[config.mk]
export PLATFORM = sky130hd
export DESIGN_NAME = dual_port_ram
export DESIGN_NICKNAME = d
export VERILOG_FILES = /design/src/rtl/dual_port_ram.sv
export SDC_FILE = /design/constraint.sdc
export NUM_CORES = 2
export LEC_CHECK = 0
export CAP_MARGIN = 20
export CORE_MARGIN = 2
export CORE_UTILIZATION = 63
export DETAILED_ROUTE_END_ITERATION = 10
export PLACE_DENSITY_LB_ADDON = 0.1
export SYNTH_ARGS = -nofsm -noshare
export SYNTH_HDL_FRONTEND = slang
export SYNTH_SLANG_ARGS = --single-unit
export TNS_END_PERCENT = 100
[constraint.sdc]
create_clock -name clk -period 4.4 [get_ports clk]
set_input_delay 0.66 -clock clk [delete_from_list [all_inputs] [get_ports clk]]
set_output_delay 0.66 -clock clk [all_outputs]
set_load 0.01 [all_outputs]
[src/rtl/dual_port_ram.sv]
// Two-write, two-read single-clock RAM with registered read data.
// Optional write-to-read bypass: define DUAL_PORT_RAM_WR_BYPASS_EN for write-first reads.
module dual_port_ram #(
    parameter int width = 8,
    parameter int depth = 256,
    parameter int addr  = 8
) (
    input  logic             clk,
    input  logic             rst,
    input  logic             rd_en0,
    input  logic             rd_en1,
    input  logic             wr_en0,
    input  logic             wr_en1,
    input  logic [width-1:0] data_in0,
    input  logic [width-1:0] data_in1,
    input  logic [addr-1:0]  rd_addr0,
    input  logic [addr-1:0]  wr_addr0,
    input  logic [addr-1:0]  rd_addr1,
    input  logic [addr-1:0]  wr_addr1,
    output logic [width-1:0] data_out0,
    output logic [width-1:0] data_out1
);

    logic [width-1:0] r_mem [0:depth-1];
    logic [width-1:0] r_data_out0;
    logic [width-1:0] r_data_out1;
    logic [width-1:0] w_rd_data0;
    logic [width-1:0] w_rd_data1;
    logic             w_wr1_allowed;

    // Port 0 owns a shared write address, so port 1 is dropped on a collision.
    assign w_wr1_allowed = wr_en1 && !(wr_en0 && (wr_addr0 == wr_addr1));

`ifdef DUAL_PORT_RAM_WR_BYPASS_EN
    always_comb begin
        w_rd_data0 = r_mem[rd_addr0];
        if (wr_en0 && (wr_addr0 == rd_addr0)) begin
            w_rd_data0 = data_in0;
        end else if (wr_en1 && (wr_addr1 == rd_addr0)) begin
            w_rd_data0 = data_in1;
        end
    end

    always_comb begin
        w_rd_data1 = r_mem[rd_addr1];
        if (wr_en0 && (wr_addr0 == rd_addr1)) begin
            w_rd_data1 = data_in0;
        end else if (wr_en1 && (wr_addr1 == rd_addr1)) begin
            w_rd_data1 = data_in1;
        end
    end
`else
    assign w_rd_data0 = r_mem[rd_addr0];
    assign w_rd_data1 = r_mem[rd_addr1];
`endif

    // Reset only blocks writes; the array itself is never cleared.
    always_ff @(posedge clk) begin
        if (!rst) begin
            if (wr_en0) begin
                r_mem[wr_addr0] <= data_in0;
            end
            if (w_wr1_allowed) begin
                r_mem[wr_addr1] <= data_in1;
            end
        end
    end

    always_ff @(posedge clk) begin
        if (rst) begin
            r_data_out0 <= '0;
            r_data_out1 <= '0;
        end else begin
            if (rd_en0) begin
                r_data_out0 <= w_rd_data0;
            end
            if (rd_en1) begin
                r_data_out1 <= w_rd_data1;
            end
        end
    end

    assign data_out0 = r_data_out0;
    assign data_out1 = r_data_out1;

endmodule

==> Word level (Yosys, flattened, before mapping) <==
Memory sizes are Yosys's and may differ from the RTL's. A register that Yosys moved wholly into a read port is not among the register bits.
Index checks and enable logic that the tools add are counted.
{ "totals": {"ram_bits": 2048, "out_inout_bits": 16, "memories": 1, "regBits": 0} }
{ "memory_table": {"columns": ["memory", "words", "width", "read_ports", "rd_clocked_by_memory_dff", "wr", "line_no", "text"], "rows": [
  ["r_mem", 256, 8, 2, 2, 2, "24", "logic [width-1:0] r_mem [0:depth-1];"]
]} }
{ "op_classes": {"n_reduce_logical": 3, "eq_ne": 1, "mux": 6} }
{ "op_table": {"columns": ["operator", "count"], "rows": [
  ["8-bit equality test", 1],
  ["1-bit 2-to-1 mux", 6],
  ["1-bit logical AND", 2],
  ["1-bit logical NOT", 1]
]} }

==> Logic depth before layout (Yosys ltp) <==
{ "logic_depth": {"word_depth": 7, "depth_mapped": 14, "ltp_nobuf": 7} }

==> Least setup slack after synthesis <==
No wires, ideal clock.
{ "synth_path": {"path_kind": "in2reg", "from": "input port wr_addr0[4]", "to": "memory r_mem[95][0], enable pin", "required_ns": 4.016, "setup_slack_ns": 1.390, "setup_time_ns": 0.384, "path_stages": 10, "t_arrival_ns": 2.626, "cell_sequence": "buf_2 -> xnor2_1 -> nand4_1 -> o311ai_1 -> or3_1 -> buf_2 -> nor2_2 -> buf_4 -> nand2_1 -> o21ai_0"} }
{ "synth_lines": {"columns": ["item", "line_no", "text"], "rows": [
  ["start: declaration", "17", "input logic [addr-1:0] wr_addr0,"],
  ["end: declaration", "24", null]
]} }

==> results.sh <==
export IMPL_status="finished clean"
export IMPL_worstMarginPinSlew_ns=1.35
export IMPL_post_synth_top_count_cell="edfxtp_1"
export IMPL_maxSlewHeadroom=0.102
export IMPL_drtPass1Iterations=8
export IMPL_synth_edf_count=2048
export IMPL_gr_total_overflow=0
export IMPL_finalHoldViolCount=0
export IMPL_wire_per_inst_um=46.6
export IMPL_crit_type="input pin to register"
export IMPL_clock_latency_ns=0.91
export IMPL_core_sq_um=197000
export IMPL_async_reset_ff_frac=0
export IMPL_drive_above_1_share=0.470
export IMPL_p_leak_nw=46.1
export IMPL_layout_cells_non_filler=11329
export IMPL_finalCritPeriodShare=0.937
export IMPL_timing_final_crit_period_ns=4.12
export IMPL_hpwl_um=352000
export IMPL_drtIter0Drc=18317
export IMPL_rsz0062_at_grt="false"
export IMPL_dr_total_vias=93318
export IMPL_synth_common_cells="edfxtp_1 (2048), mux2_2 (1899), mux4_2 (828)"
export IMPL_grt_max_degree=117
export IMPL_synth_top_area_share=0.495
export IMPL_whs_ns=0.495
export IMPL_synth_nets=8307
export IMPL_drv_cap=0
export IMPL_die_area_sq_um=201000
export IMPL_ys_warn_count=0
export IMPL_ys_seq_area_frac=0.497
export IMPL_post_cts_buffers=0
export IMPL_critPathLaunchType="input pin"
export IMPL_grt_pass1_wl_um=720000
export IMPL_min_path_type="input pin to register"
export IMPL_cp_end_kind="register"
export IMPL_die_x_um=448
export IMPL_initial_utilization=0.632
export IMPL_routed_wl_um=528000
export IMPL_numCtsBuffers=222
export IMPL_fin_ws_ns=0.278
export IMPL_via_per_inst=8.24
export IMPL_clk_pin_slew_ns=0.06
export IMPL_cellPowerDensity_nw_per_um2=339
export IMPL_grtUsageTotal=0.522
export IMPL_cts_buffer_depth=3
export IMPL_fin_skew_ns=0.0355
export IMPL_synthTopCellsByArea="edfxtp_1 (49%), mux2_2 (17%), mux4_2 (15%), mux2i_1 (4.1%), clkbuf_1 (2.0%)"
export IMPL_synth_avg_cell_area_sq_um=15.1
export IMPL_ys_types=75
export IMPL_syn_area_sq_um=124000
export IMPL_synth_largest_area_cell="edfxtp_1"
export IMPL_drv_slew=0
export IMPL_peakVddDrop_mv=0.441
export IMPL_h_tree_depth=4
export IMPL_cts_tree="built"
export IMPL_synth_ff_type="edfxtp_1"
export IMPL_fin_nets=8496
export IMPL_finalSetupViolations=0
export IMPL_ctsResizeCount=0
export IMPL_place_congestion=1.07
export IMPL_syn_inst=8253
export IMPL_root_buffer="clkbuf_16"
export IMPL_timing_setup_tns_ns=0
export IMPL_critPathMaxFanout=22
export IMPL_chipHeight_um=448
export IMPL_fmax_mhz=243
export IMPL_ctsHoldBuffers=0
export IMPL_grt_antenna_before_repair=41
export IMPL_pre_cts_slack_ns=-0.151
export IMPL_arrival_ns=4.89
export IMPL_std_cell_rows=163
export IMPL_clock_sinks=2064
export IMPL_synth_seq_cells=2064
export IMPL_crit_required_ns=5.17
export IMPL_drc_errors=0
export IMPL_first_global_vias=88002
export IMPL_ios=70
export IMPL_drt_antenna_violating_nets=0
export IMPL_syn2layout_area_growth_pct=11.8
export IMPL_io_buffer_count=69
export IMPL_dp_cells=10811
[sequential cells by signal, summed over array words and instances, names as in the netlist]
signal	cells
data_out0	8
data_out1	8
r_mem	2048
[metrics by stage]
stage | area [sq um] | utilization | power, mW
after floorplan | 124000 | - | 25.4
after global placement | 131000 | 0.666 | 27.8
after detailed placement | 131000 | 0.668 | 27.8
after CTS | 139000 | 0.704 | 46.6
after global routing | 139000 | 0.706 | 47.6
final | 139000 | 0.707 | 47.1
[worst max-delay path, cell delays in order]
cell,delay (ns)
buf_4,0.58
buf_4,0.39
or3b_2,0.90
o22ai_1,0.25
a211oi_1,0.33
a22oi_1,0.20
a21oi_1,0.87
nor4_1,0.30
a211o_1,0.34
[cell type report]
| cell class | count | area [sq um] |
|---|---|---|
| tap | 2640 | 3300 |
| fill | 13307 | 57700 |
| antenna | 57 | 143 |
| timing repair buffer | 913 | 8450 |
| inverter | 9 | 43.8 |
| clock inverter | 139 | 1360 |
| clock buffer | 275 | 5900 |
| multi-input combinational | 5232 | 57900 |
| sequential | 2064 | 61800 |
[cell families (layout without fill, tap and decap cells)]
| group | count (synthesis) | after routing | synth area share |
|---|---|---|---|
| XOR/XNOR | 8 | 8 | 0.000564 |
| flip-flops | 2064 | 2064 | 0.497 |
| other | 0 | 57 | 0 |
| buffers and inverters | 957 | 1336 | 0.0384 |
| AND/OR/NAND/NOR | 834 | 834 | 0.0326 |
| AO/OA/AOI/OAI | 990 | 990 | 0.0531 |
| multiplexers | 3400 | 3400 | 0.378 |
[cells in the final DEF (no fill, tap or decap), types with 23 or more instances in the layout]
cell | Yosys | final
clkdlybuf4s50_1 | 0 | 45
and2_1 | 24 | 24
a211oi_1 | 78 | 78
mux2_1 | 160 | 160
a21oi_1 | 74 | 74
mux2i_1 | 513 | 513
o221ai_1 | 92 | 92
buf_12 | 3 | 112
mux2_2 | 1899 | 1899
clkinv_2 | 0 | 50
nand2_1 | 228 | 220
nor3_1 | 63 | 62
nor2_1 | 208 | 203
edfxtp_1 | 2048 | 2048
diode_2 | 0 | 57
o22ai_1 | 300 | 300
nor4_1 | 29 | 27
buf_2 | 101 | 34
clkbuf_1 | 657 | 45
a2111oi_0 | 45 | 33
bufinv_16 | 0 | 23
clkbuf_16 | 0 | 228
buf_4 | 62 | 682
nand2_2 | 65 | 71
o21ai_0 | 206 | 204
mux4_2 | 828 | 828
nand3_1 | 70 | 68
a22oi_1 | 85 | 85
clkinv_1 | 1 | 47
nor2_2 | 30 | 26
[final timing paths]
kind	startpoint	to	slack [ns]	cells past startpoint
setup / recovery	rd_addr0[2]	data_out0[2]	0.28	9
hold / removal	data_in1[4]	r_mem[132][4]	0.50	2
setup reg to reg	r_mem[28][2]	data_out0[2]	0.99	6
hold reg to reg	data_out1[2]	data_out1[2]	0.60	2
[report_power, final]
group	internal, mW	total, mW	switching [mW]
Sequential	21.7	21.7	0.0739
Clock	10.8	19.3	8.42
Combinational	2.27	6.06	3.79
Total	34.8	47.1	12.3
[routing by layer]
metal  wire (um)  track usage
met5         261      0.00337
met3       82000        0.195
met4       56400        0.444
met2      220000        0.724
met1      170000        0.647
(Power assumes the default switching activity.)
